`config.mk`:
```
export PLATFORM = sky130hd
export DESIGN_NAME = riscv_fetch_unit
export DESIGN_NICKNAME = d
export VERILOG_FILES = /design/src/rtl/riscv_fetch_pkg.sv /design/src/rtl/riscv_fetch_queue.sv /design/src/rtl/riscv_fetch_unit.sv
export SDC_FILE = /design/constraint.sdc
export NUM_CORES = 1
export LEC_CHECK = 0
export ABC_AREA = 1
export CORE_UTILIZATION = 55
export CTS_CLUSTER_DIAMETER = 40
export DETAILED_ROUTE_END_ITERATION = 12
export PLACE_DENSITY = 0.9
export SYNTH_ARGS = -nofsm -noshare
export SYNTH_HDL_FRONTEND = slang
export SYNTH_SLANG_ARGS = --single-unit
export TNS_END_PERCENT = 5
```
`constraint.sdc`:
```
create_clock -name clk -period 6.5 [get_ports clk]
set_clock_uncertainty 0.15 [all_clocks]
set_input_delay 1.3 -clock clk [delete_from_list [all_inputs] [get_ports clk]]
set_output_delay 1.3 -clock clk [all_outputs]
set_load 0.1 [all_outputs]
```
`src/rtl/riscv_fetch_pkg.sv`:
```
// Shared types and constants for the instruction-fetch front end.
// The entry PC lives beside this struct because its width follows the XLEN parameter.
package riscv_fetch_pkg;

  localparam logic [31:0] NOP_INSTR = 32'h00000013;

  typedef struct packed {
    logic [31:0] instr;
    logic        filled;
  } fetch_entry_t;

  function automatic int unsigned ptr_w(input int unsigned depth);
    return (depth > 1) ? $clog2(depth) : 1;
  endfunction

endpackage

```
`src/rtl/riscv_fetch_queue.sv`:
```
// In-order prefetch queue: entries are allocated on issue, filled by responses in order,
// and freed from the head by decode.
module fetch_queue
  import riscv_fetch_pkg::*;
#(
  parameter int unsigned XLEN  = 32,
  parameter int unsigned DEPTH = 4
) (
  input  logic                    clk,
  input  logic                    reset,
  input  logic                    flush,
  input  logic                    alloc_en,
  input  logic [XLEN-1:0]         alloc_pc,
  input  logic                    fill_en,
  input  logic [31:0]             fill_instr,
  input  logic                    deq_en,
  output logic [ptr_w(DEPTH):0]   occ,
  output logic                    head_valid,
  output logic [XLEN-1:0]         head_pc,
  output logic [31:0]             head_instr
);

  localparam int unsigned PTR_W = ptr_w(DEPTH);

  fetch_entry_t    entry_q [DEPTH];
  logic [XLEN-1:0] pc_q    [DEPTH];
  logic [PTR_W-1:0] alloc_q, fill_q, head_q;
  logic [PTR_W:0]   occ_q;
  logic             deq;

  assign occ        = occ_q;
  assign head_valid = (occ_q != '0) && entry_q[head_q].filled;
  assign head_pc    = pc_q[head_q];
  assign head_instr = entry_q[head_q].instr;
  assign deq        = deq_en && head_valid;

  always_ff @(posedge clk or negedge reset) begin
    if (!reset) begin
      alloc_q <= '0;
      fill_q  <= '0;
      head_q  <= '0;
      occ_q   <= '0;
      for (int i = 0; i < DEPTH; i++) begin
        entry_q[i] <= '0;
        pc_q[i]    <= '0;
      end
    end else if (flush) begin
      alloc_q <= '0;
      fill_q  <= '0;
      head_q  <= '0;
      occ_q   <= '0;
      for (int i = 0; i < DEPTH; i++) begin
        entry_q[i].filled <= 1'b0;
      end
    end else begin
      // Alloc, fill and head slots never coincide while the credit check holds.
      if (alloc_en) begin
        entry_q[alloc_q].filled <= 1'b0;
        pc_q[alloc_q]           <= alloc_pc;
        alloc_q                 <= alloc_q + 1'b1;
      end
      if (fill_en) begin
        entry_q[fill_q].instr  <= fill_instr;
        entry_q[fill_q].filled <= 1'b1;
        fill_q                 <= fill_q + 1'b1;
      end
      if (deq) begin
        head_q <= head_q + 1'b1;
      end
      occ_q <= occ_q + (PTR_W+1)'(alloc_en) - (PTR_W+1)'(deq);
    end
  end

endmodule

```
`src/rtl/riscv_fetch_unit.sv`:
```
// Instruction-fetch front end: issues word fetches under a credit limit, discards stale
// responses after a redirect and hands {PC, instr} pairs to decode.
module riscv_fetch_unit
  import riscv_fetch_pkg::*;
#(
  parameter int unsigned     XLEN     = 32,
  parameter int unsigned     DEPTH    = 4,
  parameter logic [XLEN-1:0] RESET_PC = '0
) (
  input  logic            clk,
  input  logic            reset,
  output logic            imem_req_valid,
  input  logic            imem_req_ready,
  output logic [XLEN-1:0] imem_req_addr,
  input  logic            imem_rsp_valid,
  input  logic [31:0]     imem_rsp_data,
  input  logic            redirect,
  input  logic [XLEN-1:0] redirect_pc,
  output logic            fetch_valid,
  input  logic            decode_ready,
  output logic [31:0]     instrF,
  output logic [XLEN-1:0] PCF
);

  localparam int unsigned PTR_W = ptr_w(DEPTH);
  localparam logic [PTR_W+1:0] DEPTH_W = (PTR_W+2)'(DEPTH);

  logic [XLEN-1:0]  fetch_pc_q;
  logic [PTR_W:0]   drop_cnt_q;
  logic [PTR_W:0]   outstanding_q;
  logic [PTR_W:0]   occ;
  logic [PTR_W+1:0] used;
  logic             accept, rsp_drop, fill_en, deq_en, head_valid;
  logic [XLEN-1:0]  head_pc;
  logic [31:0]      head_instr;
  logic             unused_rpc;

  assign unused_rpc = ^redirect_pc[1:0];

  // Stale in-flight responses still hold a credit until they come back.
  assign used           = {1'b0, occ} + {1'b0, drop_cnt_q};
  assign imem_req_valid = reset && !redirect && (used < DEPTH_W);
  assign imem_req_addr  = fetch_pc_q;
  assign accept         = imem_req_valid && imem_req_ready;
  assign rsp_drop       = imem_rsp_valid && (drop_cnt_q != '0);
  assign fill_en        = imem_rsp_valid && (drop_cnt_q == '0) && !redirect;
  assign fetch_valid    = head_valid;
  assign deq_en         = head_valid && decode_ready && !redirect;
  assign instrF         = fetch_valid ? head_instr : NOP_INSTR;
  assign PCF            = fetch_valid ? head_pc : '0;

  fetch_queue #(
    .XLEN  (XLEN),
    .DEPTH (DEPTH)
  ) u_queue (
    .clk        (clk),
    .reset      (reset),
    .flush      (redirect),
    .alloc_en   (accept),
    .alloc_pc   (fetch_pc_q),
    .fill_en    (fill_en),
    .fill_instr (imem_rsp_data),
    .deq_en     (deq_en),
    .occ        (occ),
    .head_valid (head_valid),
    .head_pc    (head_pc),
    .head_instr (head_instr)
  );

  always_ff @(posedge clk or negedge reset) begin
    if (!reset) begin
      fetch_pc_q    <= RESET_PC;
      drop_cnt_q    <= '0;
      outstanding_q <= '0;
    end else begin
      outstanding_q <= outstanding_q + (PTR_W+1)'(accept) - (PTR_W+1)'(imem_rsp_valid);
      if (redirect) begin
        fetch_pc_q <= {redirect_pc[XLEN-1:2], 2'b00};
        // A response arriving now is discarded too, so it leaves the drop count.
        drop_cnt_q <= outstanding_q - (PTR_W+1)'(imem_rsp_valid);
      end else begin
        if (accept) begin
          fetch_pc_q <= fetch_pc_q + XLEN'(4);
        end
        if (rsp_drop) begin
          drop_cnt_q <= drop_cnt_q - 1'b1;
        end
      end
    end
  end

  rsp_needs_request: assert property (@(posedge clk) disable iff (!reset)
    imem_rsp_valid |-> (outstanding_q != '0));

endmodule

```
After elaboration in Yosys (flattened, before gate mapping)
Cells that the tools add are included.
Storage, ports and cells
  register bits after elaboration: 307
  bits of input ports: 70
  output and inout port bits: 98
  logic and storage cells: 99
Operators by class
  add/subtract/negate cells: 11
  magnitude comparators: 6
  mux-type cells: 38
  bitwise gates (word level): 4
  reductions and logical operators: 21
Operator list (count)
  $bwmux W132: 3
  $mux W132: 3
  $mux W32: 7
  $demux W33 S2: 3
  $bwmux W128: 1
  $mux W33: 3
  $bmux W33 S2: 1
  $bmux W32 S2: 1
  $demux W32 S2: 1
  $add A32 B3 Y32 const B: 1
  $logic_and A1 B1 Y1: 12
  $mux W2: 6
  $ge A3 B3 Y1 const B: 3
  $mux W3: 3
  $not A2 Y3: 3
  $sub A3 B1 Y3: 3
  $reduce_bool A2 Y1: 4
  $add A2 B1 Y2 const B: 3
  $add A3 B1 Y3: 2
  $lt A3 B1 Y1 const B: 2
  $mux W1: 6
  $reduce_bool A3 Y1: 2
  $add A3 B3 Y4: 1
  $lt A4 B3 Y1 const B: 1
  other kinds (5): 5

Logic depth before layout (Yosys ltp)
Gate-level depths: netlist of run 1.
  depth in word-level cells: 12
  depth in mapped cells: 15
  mapped depth without buffers: 14

Modules after synthesis
Synthesis of run 1 repeated with hierarchy kept, for this count alone.
Second synthesis, totals
  cells, all modules: 1911
  area total of the unflattened synthesis: 15364.7 um^2
Modules (own cells, without submodules)
  fetch_queue: times used 1, cells each 1353, area each 12107.9 um^2, seq. area each 6731.5 um^2
  riscv_fetch_unit: times used 1, cells each 558, area each 3256.9 um^2, seq. area each 900.9 um^2

Worst setup path after synthesis of run 1
Ideal clock, no wire load.
  path type: input -> register
  from: input port reset
  to: register outstanding_q[2]
  setup time: 0.129 ns
  arrival: 3.915 ns
  data required time: 6.221 ns
  setup slack: 2.306 ns
  stages on the path: 14
  buffers on the path: 2
  path through: inv_1 -> nor2_1 -> nand2_1 -> nor2_2 -> nand2_2 -> buf_6 -> buf_4 -> ha_1 -> inv_1 -> ha_1 -> inv_1 -> fa_1 -> xnor2_1 -> xor2_1
On the way
  word-level cells in the longest chain between the ends: 5
RTL lines
  start: declaration: line riscv_fetch_unit.sv:11  | input logic reset,
  $logic_and A1 B1 Y1 (2 in series): line riscv_fetch_unit.sv:42  | assign imem_req_valid = reset && !redirect && (used < DEPTH_W);
  net imem_req_valid: line riscv_fetch_unit.sv:12  | output logic imem_req_valid,
  $logic_and A1 B1 Y1: line riscv_fetch_unit.sv:44  | assign accept = imem_req_valid && imem_req_ready;
  $add A3 B1 Y3: line riscv_fetch_unit.sv:76  | outstanding_q <= outstanding_q + (PTR_W+1)'(accept) - (PTR_W+1)'(imem_rsp_valid);
  $sub A3 B1 Y3: line riscv_fetch_unit.sv:76
  end signal: assignment: line riscv_fetch_unit.sv:76
  end: declaration: line riscv_fetch_unit.sv:30  | logic [PTR_W:0] outstanding_q;
The timed path passes the listed nets, and every way through them passes these cells.
A chain may end at the register's enable or synchronous reset.

Worst setup path after layout of run 1
  from: register u_queue.head_q[0]
  to: output port instrF[4]
On the way
  word-level cells in the longest chain between the ends: 6
RTL lines
  start: declaration: line riscv_fetch_queue.sv:27  | logic [PTR_W-1:0] alloc_q, fill_q, head_q;
  start signal: assignment: line riscv_fetch_queue.sv:68  | head_q <= head_q + 1'b1;
  $not A2 Y3 (implied by the code) *: line riscv_fetch_queue.sv:32, riscv_fetch_queue.sv:34
  $bmux W33 S2 *: line riscv_fetch_queue.sv:32, riscv_fetch_queue.sv:34
  $mux W33 (implied by the code) * (2 in series): line riscv_fetch_queue.sv:34  | assign head_instr = entry_q[head_q].instr;
  $logic_and A1 B1 Y1: line riscv_fetch_queue.sv:32  | assign head_valid = (occ_q != '0) && entry_q[head_q].filled;
  $mux W32 *: line riscv_fetch_unit.sv:49  | assign instrF = fetch_valid ? head_instr : NOP_INSTR;
  end: declaration: line riscv_fetch_unit.sv:21  | output logic [31:0] instrF,
Every way passes the cells marked *; elsewhere a longest branch is shown, timed or not. The select of a mux whose other input is x is not followed.

==> results of run 1 <==
[registers in the layout (all words and copies together) (netlist names)]
name,count
u_queue.entry_q,132
u_queue.pc_q,120
imem_req_addr,30
drop_cnt_q,3
outstanding_q,3
u_queue.occ,3
u_queue.alloc_q,2
u_queue.fill_q,2
u_queue.head_q,2
[power by group through the flow]
stage | registers (mW) | clock network (mW) | logic, mW
finish | 2.54 | 2.18 | 1.32
global route | 2.59 | 2.28 | 1.49
CTS | 2.53 | 2.20 | 1.32
detailed placement | 2.55 | 0 | 1.30
global placement | 2.53 | 0 | 1.23
floorplan | 2.68 | 0 | 0.791
[final timing paths]
path | depth (start not counted) | end | slack, ps | start
max | 10 | instrF[4] | 1450 | u_queue.head_q[0]
max in group asynchronous | 2 | u_queue.entry_q[93] | 4110 | reset
min reg2reg | 2 | u_queue.entry_q[78] | 330 | u_queue.entry_q[78]
min in group asynchronous | 1 | u_queue.entry_q[71] | 630 | reset
min | 2 | u_queue.entry_q[78] | 330 | u_queue.entry_q[78]
max reg2reg | 9 | u_queue.pc_q[112] | 3190 | drop_cnt_q[2]
[tightest hold or removal path, stage by stage (launching register included)]
cell                      delay [ps]
sky130_fd_sc_hd__dfrtp_1         340
sky130_fd_sc_hd__nand2_1          50
sky130_fd_sc_hd__o21ai_0          60
[cell usage after synthesis (all sizes together)]
cell type	count
nand2	478
nand4	1
a21oi	60
ha	19
xnor2	3
o221ai	3
clkbuf	31
o211ai	10
or2	1
nor2	305
nand3	56
conb	1
o21ai	388
dfrtp	297
buf	84
fa	2
xor2	8
inv	104
[cell type report]
| class | count | area [µm²] | share of cell area [%] |
|---|---|---|---|
| sequential | 297 | 7437 | 43.40 |
| clock inverter | 23 | 264.0 | 1.541 |
| timing repair buffer | 174 | 1554 | 9.068 |
| clock buffer | 48 | 1072 | 6.257 |
| multi-input combinational | 1338 | 6003 | 35.03 |
| inverter | 104 | 392.9 | 2.293 |
| tap | 330 | 412.9 | 2.409 |
[kinds of logic after synthesis]
family	after synthesis	synth area share, %
AO/OA/AOI/OAI	461	16.35
other	1	0.02612
buffers and inverters	219	6.555
flip-flops	297	51.77
XOR/XNOR	11	0.6712
adder cells (fa/ha/maj)	21	1.935
AND/OR/NAND/NOR	841	22.69
[per-layer routing]
| metal | vias to the layer above | GRT usage, % | wire length [µm] |
|---|---|---|---|
| li1 | 6172 | - | - |
| met4 | 0 | 11.83 | 1124 |
| met3 | 93 | 4.088 | 2995 |
| met5 | - | 0 | 0 |
| met2 | 677 | 47.44 | 17990 |
| met1 | 6191 | 37.93 | 15710 |
==> impl_metrics.ini, run 1 <==
[power]
share_clk_of_total_power_pct = 36.1
power.density_cell_area_nw_per_um2 = 352.6
intPower_mw = 4.060
switching_share_pct = 32.81
fin_total_pwr_mw = 6.043
seq_power_share_pct = 42.1
fraction_of_power_consumed_by_combinational_cells_pct = 21.8
netSwitchingPower_mw = 1.982
vdd_ir_drop_max_uv = 231.0
leak_nw = 8.001

[routing]
detail_route.drc_violations = 0
dr.pass1.iters = 6
drt-wirelength-per-cell_um = 16.34
final_wirelength_um = 37820
via_per_inst = 5.675
vias = 13130
detail_route.iter0.violations = 1567
postRouteAntennaNets = 0

[layout]
post_route_cells_drive_above_1_share_pct = 8.417
antenna_cells = 0
layout_commonest_cell = sky130_fd_sc_hd__nand2_1
final_core_util_pct = 67.47
post-route-cell-area_um2 = 17140
areaGrowthSynthToFinish_pct = 19.38
final_cell_mix = sky130_fd_sc_hd__nand2_1, sky130_fd_sc_hd__nor2_1, sky130_fd_sc_hd__dfrtp_1, sky130_fd_sc_hd__o21ai_0, sky130_fd_sc_hd__o21ai_1
filler_cell_count = 1948
stdcell_count = 2314
nets = 2045

[worst_setup_path]
crit_path_top_delay_cell = sky130_fd_sc_hd__dfrtp_4
worst-endpoint-arrival_ps = 3600
end_kind = output port
timing_worst_setup_path_type = flip-flop to output port
crit_fanout = 74
crit_top_cell = sky130_fd_sc_hd__nand2_1
cp_cell_sequence = inv_2 > nand2_1 > nand2_1 > nand2_1 > o21ai_2 > nand2_2 > buf_4 > inv_2 > o221ai_1 > buf_4
cpLargestDelayFamily = buffers and inverters
worstPathBufferInverterCount = 4
crit_required_ps = 5050
start_kind = flip-flop
critical_path_s_largest_stage_delay_ps = 970

[global_routing]
globalRouteTotalUtil_pct = 28.69
antenna_found_initial = 0
grt_pass1_vias = 12660
grt_first_pass_wirelength_um = 61320
global_route.overflow_total = 0
grt_max_degree = 124

[logic_synthesis]
yosysUniqueCellTypes = 27
postSynthRegisterBits = 297
largest_cells_by_area_after_synthesis = sky130_fd_sc_hd__dfrtp_1, sky130_fd_sc_hd__nand2_1, sky130_fd_sc_hd__o21ai_0
synth_seq_area_share_pct = 51.77
postSynthCellCount = 1851
post_syn_area_um2 = 14360
synth.avg_cell_area_um2 = 7.755
netlist.top_cell.by_area = sky130_fd_sc_hd__dfrtp_1
synth_top_area_share_pct = 51.77
ys_warn_count = 0

[sta]
hold-worst-slack_ps = 331.2
tightestPinTransition_ps = 1213
setup_violations = 0
final_critical_path_setup_slack_ps = 1449
slew-limit-headroom_pct = 18.83
final.setup.tns_ps = 0
max_freq_mhz = 198.0
hold_viol_final = 0
final_max_slew_viol_count = 0
fin_crit_sh_pct = 77.70
rsz_0062_raised_after_global_routing = no
min_cycle_time_layout_ps = 5051

[clock_network]
cts_repair_resize_count = 0
htree_num_levels = 2
cts-hold-fix-buffers = 0
clk_path_buf_depth = 3
cts_tree = yes
clock_latency_ps = 520
cts.sinks = 297
cts_root_buf = sky130_fd_sc_hd__clkbuf_16
clkSlewWorstSetupHoldPaths_ps = 60
tritoncts.num_buffers = 39
cts_setup_buffers = 0

[floorplanning]
die_h_um = 163.6
floorplan.io_pins = 168
design.die.area_um2 = 26750
num_rows = 58
core_um2 = 25400
dieWidth_um = 163.6
start_util_pct = 56.52

[placement]
port-buffer-count = 161
dpl-instance-area_um2 = 15800
dp_cells = 2243
gpl.final_weighted_congestion = 0.9519
hpwl_um = 22750
place_worst_setup_slack_ps = 2014

[outcome]
outcome = finished, final reports clean

[hold_path]
hp-class = flip-flop to flip-flop

[flow_run]
timing.max_cap.violations = 0
Power figures use the tool's default switching activity.
==> run 2: changes to the inputs <==
Clock period 6.5 ns to 5.15 ns, I/O delays scaled along.
==> run 2 against run 1 <==
- critical path depth is 4 lower
- worst setup slack worse by 730 ps
- design area is 4.8% higher
- sequential power is 27% higher
- sequential share of layout area is 2.0 points lower
- first-iteration DRC count is 4.4% higher
- die area stayed put
- routed wire length is 4.8% higher
- clock power is 26% higher
- largest power group unchanged
==> impl_metrics.ini, run 2 (synthesized netlist as in run 1, its figures left out) <==
[routing]
via_per_inst = 5.832
detail_route.drc_violations = 0
dr.pass1.iters = 6
vias = 13470
detail_route.iter0.violations = 1636
drt-wirelength-per-cell_um = 17.15
final_wirelength_um = 39630
postRouteAntennaNets = 0

[sta]
setup_violations = 0
final_max_slew_viol_count = 0
min_cycle_time_layout_ps = 4436
max_freq_mhz = 225.5
fin_crit_sh_pct = 86.13
rsz_0062_raised_after_global_routing = no
slew-limit-headroom_pct = 17.49
final.setup.tns_ps = 0
tightestPinTransition_ps = 1233
final_critical_path_setup_slack_ps = 714.5
hold_viol_final = 0

[layout]
final_cell_mix = sky130_fd_sc_hd__nand2_1, sky130_fd_sc_hd__nor2_1, sky130_fd_sc_hd__dfrtp_1, sky130_fd_sc_hd__o21ai_0, sky130_fd_sc_hd__o21ai_1
nets = 2044
antenna_cells = 0
post_route_cells_drive_above_1_share_pct = 8.434
layout_commonest_cell = sky130_fd_sc_hd__nand2_1
largest_register_ffs = 132
areaGrowthSynthToFinish_pct = 25.10
registers.top_by_ff_count = u_queue.entry_q

[worst_setup_path]
end_kind = output port
timing_worst_setup_path_type = flip-flop to output port
r2r_end = u_queue.pc_q[69]
logic_depth_of_the_worst_register_to_register_path = 10
ff2ff_setup_slack_ps = 1720
start_kind = flip-flop
worst-endpoint-arrival_ps = 3260
crit_required_ps = 3970
regToRegStartpoint = drop_cnt_q[2]
crit_fanout = 72

[clock_network]
cts_repair_resize_count = 0
clkSlewWorstSetupHoldPaths_ps = 60
clock_latency_ps = 520
cts_tree = yes
tritoncts.num_buffers = 38
cts.sinks = 297
clk_path_buf_depth = 3
cts_root_buf = sky130_fd_sc_hd__clkbuf_16
htree_num_levels = 2
cts-hold-fix-buffers = 0
cts_setup_buffers = 0

[flow_run]
timing.max_cap.violations = 0

[floorplanning]
floorplan.io_pins = 168
num_rows = 58
die_h_um = 163.6
dieWidth_um = 163.6
design.die.area_um2 = 26750
core_um2 = 25400
start_util_pct = 56.52

[global_routing]
globalRouteTotalUtil_pct = 30.25
grt_pass1_vias = 13190
grt_first_pass_wirelength_um = 64310
antenna_found_initial = 0
global_route.overflow_total = 0
grt_max_degree = 191

[power]
leak_nw = 8.192
power.density_cell_area_nw_per_um2 = 427.9
vdd_ir_drop_max_uv = 305.3

[placement]
port-buffer-count = 161
hpwl_um = 23500
place_worst_setup_slack_ps = 1214
gpl.final_weighted_congestion = 0.9143

[outcome]
outcome = finished, final reports clean

[hold_path]
hp-class = input port to asynchronous set/reset pin
-- run 2: changes by cell type in the layout (fill, tap and decap cells not counted) --
cell | previous run | this run
sky130_fd_sc_hd__clkinv_8 | 0 | 1
sky130_fd_sc_hd__clkbuf_1 | 5 | 1
sky130_fd_sc_hd__clkinv_2 | 6 | 5
sky130_fd_sc_hd__buf_4 | 77 | 11
sky130_fd_sc_hd__clkinv_4 | 3 | 4
sky130_fd_sc_hd__buf_12 | 0 | 66
sky130_fd_sc_hd__inv_6 | 4 | 3
-- run 2: worst max path at each step --
stage	to	slack, ps	from	cells past startpoint
floorplan	outstanding_q[2]	1230	reset	14
CTS	PCF[21]	730	u_queue.head_q[0]	6
finish	PCF[21]	710	u_queue.head_q[0]	6
global placement	u_queue.entry_q[33]	1310	redirect	10
global route	PCF[21]	580	u_queue.head_q[0]	6
detailed placement	u_queue.pc_q[46]	1210	redirect	10
-- run 2: final cells by class --
class | count | area (µm²)
clock buffer | 44 | 1057
clock inverter | 23 | 275.3
fill | 1796 | 7441
inverter | 104 | 392.9
multi-input combinational | 1338 | 6003
sequential | 297 | 7437
tap | 330 | 412.9
timing repair buffer | 174 | 2380
-- run 2: power breakdown --
group	switching, mW	internal, mW	total (mW)
registers	0.357	2.86	3.22
clock network	1.06	1.70	2.75
logic	1.13	0.576	1.71
-- run 2: metrics by stage --
step                area, µm²  total power, mW  utilization (%)  hold WS (ps)  instances
floorplan               14370            4.383                -         297.8       1854
global placement        16630            4.769            65.46         310.1       2243
detailed placement      16630            4.890            65.46         317.8       2243
CTS                     17960            7.689            70.70         227.1       2310
global route            17960            8.067            70.70         247.2       2310
finish                  17960            7.685            70.70         232.0       2310
-- run 2: critical path, cell delays in order, from the launching register on --
cell and delay (ps):
sky130_fd_sc_hd__dfrtp_4 830, sky130_fd_sc_hd__buf_4 780, sky130_fd_sc_hd__nor2_1 150, sky130_fd_sc_hd__nor2_1 150
sky130_fd_sc_hd__o21ai_0 120, sky130_fd_sc_hd__a21oi_1 440, sky130_fd_sc_hd__buf_12 240
-- run 2: per-layer routing --
metal,GRT usage [%],part of all wire [%],up-vias
li1,-,-,6160
met5,0,0,-
met3,4.241,8.6,121
met4,14.18,3.7,0
met2,49.79,48,793
met1,39.62,40,6399
